--- config.mk ---
export PLATFORM = sky130hd
export DESIGN_NAME = au_arbiter
export DESIGN_NICKNAME = d
export VERILOG_FILES = /design/src/rtl/au_arbiter.sv
export SDC_FILE = /design/constraint.sdc
export NUM_CORES = 1
export LEC_CHECK = 0
export CAP_MARGIN = 25
export CORE_ASPECT_RATIO = 0.75
export CORE_MARGIN = 10
export CORE_UTILIZATION = 46
export CTS_BUF_LIST = sky130_fd_sc_hd__clkbuf_16
export CTS_CLUSTER_DIAMETER = 30
export CTS_CLUSTER_SIZE = 12
export DETAILED_ROUTE_END_ITERATION = 12
export PLACE_DENSITY = 0.84
export SYNTH_ARGS = -nofsm -noshare
export SYNTH_HDL_FRONTEND = slang
export SYNTH_SLANG_ARGS = --single-unit
--- constraint.sdc ---
create_clock -name CLK -period 3.65 [get_ports CLK]
set_input_delay 0.73 -clock CLK [delete_from_list [all_inputs] [get_ports CLK]]
set_output_delay 0.73 -clock CLK [all_outputs]
set_load 0.02 [all_outputs]
--- src/rtl/au_arbiter.sv ---
// Round-robin arbiter granting two requesters time-shared access to one external AU.
// A granted operation holds the AU operands for WAIT_CYCLES edges, then captures the result.
module au_arbiter #(
    parameter int unsigned WAIT_CYCLES = 2
) (
    input  logic       CLK,
    input  logic       RST,
    input  logic       req0,
    input  logic       req1,
    input  logic [3:0] a0,
    input  logic [3:0] b0,
    input  logic [3:0] a1,
    input  logic [3:0] b1,
    input  logic [2:0] mode0,
    input  logic [2:0] mode1,
    output logic [3:0] au_a,
    output logic [3:0] au_b,
    output logic [1:0] au_s,
    output logic       au_cin,
    input  logic [3:0] au_d,
    input  logic       au_cout,
    output logic [4:0] res,
    output logic       ack0,
    output logic       ack1,
    output logic       busy,
    output logic       owner,
    output logic [7:0] ops_done
);

    localparam int unsigned CNT_W = 4;
    localparam int unsigned OPS_W = 8;

    typedef enum logic [1:0] {
        IDLE = 2'd0,
        RUN  = 2'd1,
        DONE = 2'd2
    } state_t;

    state_t             state, state_nx;
    logic [CNT_W-1:0]   cnt, cnt_nx;
    logic [3:0]         au_a_nx, au_b_nx;
    logic [1:0]         au_s_nx;
    logic               au_cin_nx;
    logic [4:0]         res_nx;
    logic               ack0_nx, ack1_nx, busy_nx, owner_nx;
    logic [OPS_W-1:0]   ops_done_nx;
    logic               rr_last, rr_last_nx;
    logic               grant;

    // Next-state and registered-output logic
    always_comb begin
        state_nx    = state;
        cnt_nx      = cnt;
        au_a_nx     = au_a;
        au_b_nx     = au_b;
        au_s_nx     = au_s;
        au_cin_nx   = au_cin;
        res_nx      = res;
        ack0_nx     = 1'b0;
        ack1_nx     = 1'b0;
        busy_nx     = busy;
        owner_nx    = owner;
        ops_done_nx = ops_done;
        rr_last_nx  = rr_last;
        grant       = 1'b0;

        case (state)
            IDLE: begin
                if (req0 || req1) begin
                    // On a tie the requester that lost most recently wins
                    grant                = (req0 && req1) ? ~rr_last : req1;
                    owner_nx             = grant;
                    rr_last_nx           = grant;
                    au_a_nx              = grant ? a1 : a0;
                    au_b_nx              = grant ? b1 : b0;
                    {au_s_nx, au_cin_nx} = grant ? mode1 : mode0;
                    cnt_nx               = CNT_W'(WAIT_CYCLES);
                    busy_nx              = 1'b1;
                    state_nx             = RUN;
                end
            end
            RUN: begin
                cnt_nx = cnt - CNT_W'(1);
                if (cnt == CNT_W'(1)) begin
                    res_nx      = {au_cout, au_d};
                    ack0_nx     = ~owner;
                    ack1_nx     = owner;
                    ops_done_nx = ops_done + OPS_W'(1);
                    state_nx    = DONE;
                end
            end
            DONE: begin
                busy_nx  = 1'b0;
                state_nx = IDLE;
            end
            default: begin
                busy_nx  = 1'b0;
                state_nx = IDLE;
            end
        endcase
    end

    // State register; pointer resets to 1 so requester 0 wins the first tie
    always_ff @(posedge CLK) begin
        if (RST) begin
            state    <= IDLE;
            cnt      <= '0;
            au_a     <= '0;
            au_b     <= '0;
            au_s     <= '0;
            au_cin   <= 1'b0;
            res      <= '0;
            ack0     <= 1'b0;
            ack1     <= 1'b0;
            busy     <= 1'b0;
            owner    <= 1'b0;
            ops_done <= '0;
            rr_last  <= 1'b1;
        end else begin
            state    <= state_nx;
            cnt      <= cnt_nx;
            au_a     <= au_a_nx;
            au_b     <= au_b_nx;
            au_s     <= au_s_nx;
            au_cin   <= au_cin_nx;
            res      <= res_nx;
            ack0     <= ack0_nx;
            ack1     <= ack1_nx;
            busy     <= busy_nx;
            owner    <= owner_nx;
            ops_done <= ops_done_nx;
            rr_last  <= rr_last_nx;
        end
    end

endmodule

==> metrics.md <==
| Metric | Value |
|---|---|
| Status | `finished, final reports clean` |
| Drt pass-1 iters | `4` |
| Largest net degree at the start of global routing | `21` |
| GPL Wtd Cong | `roughly 0.75` |
| Placed Area | `approximately 2100 sq um` |
| Clk sink count | `35` |
| Final core utilization | `approximately 70%` |
| H-tree depth | `2` |
| Reg2reg end | `ops_done[7]$_SDFFE_PP0P_` |
| Count of different cell masters after synthesis | `30` |
| Worst Hold Class | `flop to flop` |
| CP Capture Type | `output port` |
| Vias in the first global route | `~1500` |
| Layout cells sized above 1 | `between 4 and 5%` |
| Hold depth | `2` |
| WHS Endpoint | `res[4]$_SDFFE_PP0P_` |
| Main flop type after synthesis | `dfxtp_1` |
| I/O Buffers | `58` |
| R2R depth | `4` |
| Critical path's top delay family | `buffers and inverters` |
| CTS resizes | `0` |
| Setup TNS Final | `0 ps` |
| Clk root buf | `clkbuf_16` |
| Total wire length | `around 4200 um` |
| Post-DRT Antenna Nets | `0` |
| DPL Wire Length | `between 3000 and 4000 um` |
| DR vias | `between 1000 and 1500` |
| Finished Cell Area | `roughly 2300 sq um` |
| Via density | `5.63` |
| Initial antenna violation count | `0` |
| # diodes | `0` |
| Seq cells post-synth | `35` |
| Area delta synth->final | `47.6%` |
| Non-Filler Instances | `262` |
| CTS clock-pin slew for the worst setup and hold paths | `50 ps` |
| Ys Warns | `0` |
| Final Setup Violations | `0` |
| Worst EP arrival | `about 1400 ps` |
| Final hold viol count | `0` |
| CP max stage delay | `between 600 and 700 ps` |
| Fin crit share | `approximately 57%` |
| Post-CTS Setup Repair Bufs | `0` |
| Die span in x | `86.5 um` |
| DR iter-0 viols | `129` |
| DP Cell Count | `255` |
| Core area | `between 3000 and 4000 sq um` |
| CP bufs+invs | `1` |
| Initial Util | `between 40% and 50%` |
| Startpoint types | `flop` |
| Die area | `slightly above 6000 sq um` |
| Rel. slew slack | `~45%` |
| Slew @ Worst Pin | `830 ps` |
| Max Fclk | `479 MHz` |
| Leak | `roughly 0.79 nW` |
| Mapped Area | `1530 sq um` |
| Pwr Density | `between 400 and 500 nW/um^2` |
| Global route total overflow | `0` |
| Maximum vdd drop | `between 0.2 and 0.3 mV` |
| All-Layer GR Usage | `14.1%` |
| Clk buf depth | `2` |
| CTS tree | `yes` |
| DRC | `0` |
| Worst-path cell chain | `clkdlybuf4s50_1` |
| Final Skew | `roughly 2.4 ps` |
| Final min period | `between 2000 and 2500 ps` |
| Clk_lat worst skew | `roughly 270 ps` |
| R2r startpoint | `cnt[0]$_SDFFE_PP0P_` |
| Die H | `69.9 um` |
| RSZ-0062 raised after global routing | `no` |
| CP Max Fanout | `7` |
| R2R Setup Slk | `between 1500 and 2000 ps` |
| First-pass GRT wire length | `approximately 7100 um` |
| Async set-reset flop share out of synthesis | `0%` |
| Synth Area per Inst | `between 9 and 10 sq um` |
| CTS buffer count | `5` |
| Placement row count | `18` |
| Max-cap violations | `0` |
| HP Start | `res[4]$_SDFFE_PP0P_` |
| Crit path kind | `flop to output port` |
| Sequential share of the synthesized area | `45.9%` |
| Slew Limit Fails | `0` |
| WP data required | `a little under 3000 ps` |
| Post-synth EDFFs | `0` |
| Wire per inst | `around 16 um` |
| CP max stage cell | `clkdlybuf4s50_1` |
| Syn nets | `about 200` |
| Post-CTS Hold Fix Bufs | `0` |
| Io pins | `approximately 60` |
| Post-Synthesis Cells | `168` |
| Layout Nets | `about 260` |
==> worst max path at each step <==
stage                             start                        to  cells after the start
2_1_floorplan       cnt[1]$_SDFFE_PP0P_  ops_done[5]$_SDFFE_PP0P_                      6
3_3_place_gp                        RST       cnt[1]$_SDFFE_PP0P_                      3
3_5_place_dp                       req0      au_s[1]$_SDFFE_PP0P_                      4
4_1_cts        ops_done[3]$_SDFFE_PP0P_               ops_done[3]                      1
5_1_grt             cnt[1]$_SDFFE_PP0P_  ops_done[7]$_SDFFE_PP0P_                      5
6_report       ops_done[3]$_SDFFE_PP0P_               ops_done[3]                      1
==> cells in the final DEF, fill, tap and decap left out <==
cell / netlist / layout
clkdlybuf4s50_1: 0 / 58
dfxtp_1: 35 / 35
a21oi_1: 26 / 26
a211oi_1: 13 / 13
o21ai_0: 11 / 11
mux2i_1: 11 / 11
nand3_1: 9 / 9
nor2_1: 6 / 6
clkbuf_16: 0 / 5
nand2_1: 4 / 4
o31ai_1: 4 / 4
inv_1: 3 / 3
nor2b_1: 3 / 3
nor3_1: 3 / 3
or3_1: 3 / 3
or4_1: 3 / 3
ha_1: 3 / 3
nor3b_1: 2 / 2
o21a_1: 2 / 2
nand4_1: 2 / 2
nor4_1: 2 / 2
mux2_2: 2 / 2
nand3b_1: 2 / 2
buf_4: 0 / 2
nand2b_1: 1 / 1
or3b_1: 1 / 1
o21bai_1: 1 / 1
a21boi_1: 1 / 1
o21ba_2: 1 / 1
a221oi_1: 1 / 1
clkinv_2: 0 / 1
clkinv_1: 0 / 1
==> cell usage after synthesis, drive strengths merged, types with 2 or more instances <==
library cell	n	share of area, %
nand2	4	0.98
a211oi	13	6.4
or4	3	1.5
dfxtp	35	46
nor2	6	1.5
nand3b	2	0.98
o31ai	4	2.0
buf	7	2.1
nor3b	2	0.98
inv	3	0.74
nand3	9	3.0
nand4	2	0.82
or3	3	1.2
mux2i	11	7.2
a21oi	26	8.5
nor2b	3	1.2
ha	3	2.5
nor4	2	0.82
nor3	3	0.98
mux2	2	1.5
clkbuf	6	1.5
o21a	2	0.98
o21ai	11	3.6
==> cell type report <==
class	count	area (sq um)
clock inverter	2	8.76
multi-input combinational	117	759
timing repair buffer	60	596
inverter	3	11.3
clock buffer	5	125
sequential	35	701
fill	273	992
tap	40	50.0
==> state kept, by name, indices dropped and copies added, names as in the netlist <==
register and flops:
au_cin 1, ack1 1, ack0 1, au_b 4, au_s 2, owner 1, busy 1, state 2
ops_done 8, cnt 4, au_a 4, rr_last 1, res 5
==> through the flow <==
step	power, mW	setup slack (ps)	hold WS (ps)
after floorplan	0.547	1930	467
after global placement	0.632	1430	461
after detailed placement	0.636	1400	469
after CTS	1.02	1560	476
after global routing	1.07	1370	506
final	1.01	1560	478
==> routing by layer <==
layer	track usage, %	vias to the layer above	routed length (um)
met5	0	-	0
met4	3.77	0	48
met3	5.33	6	261
met2	22.2	45	2080
met1	17.6	692	1790
li1	-	733	-
==> cells by family (layout without fill, tap and decap cells) <==
kind of cell             after synthesis  after routing  share of synthesized area, %
flip-flops                            35             35                          45.9
buffers and inverters                 16             70                          4.27
multiplexers                          13             13                          8.70
AND/OR/NAND/NOR                       41             41                          14.9
adder cells (fa/ha/maj)                3              3                          2.46
AO/OA/AOI/OAI                         60             60                          23.7
==> power by group <==
part | total (mW) | internal [mW] | switching (mW)
clock network | 0.384 | 0.244 | 0.140
logic | 0.200 | 0.0978 | 0.102
registers | 0.429 | 0.410 | 0.0187
total | 1.01 | 0.753 | 0.261
(Power assumes the default switching activity.)
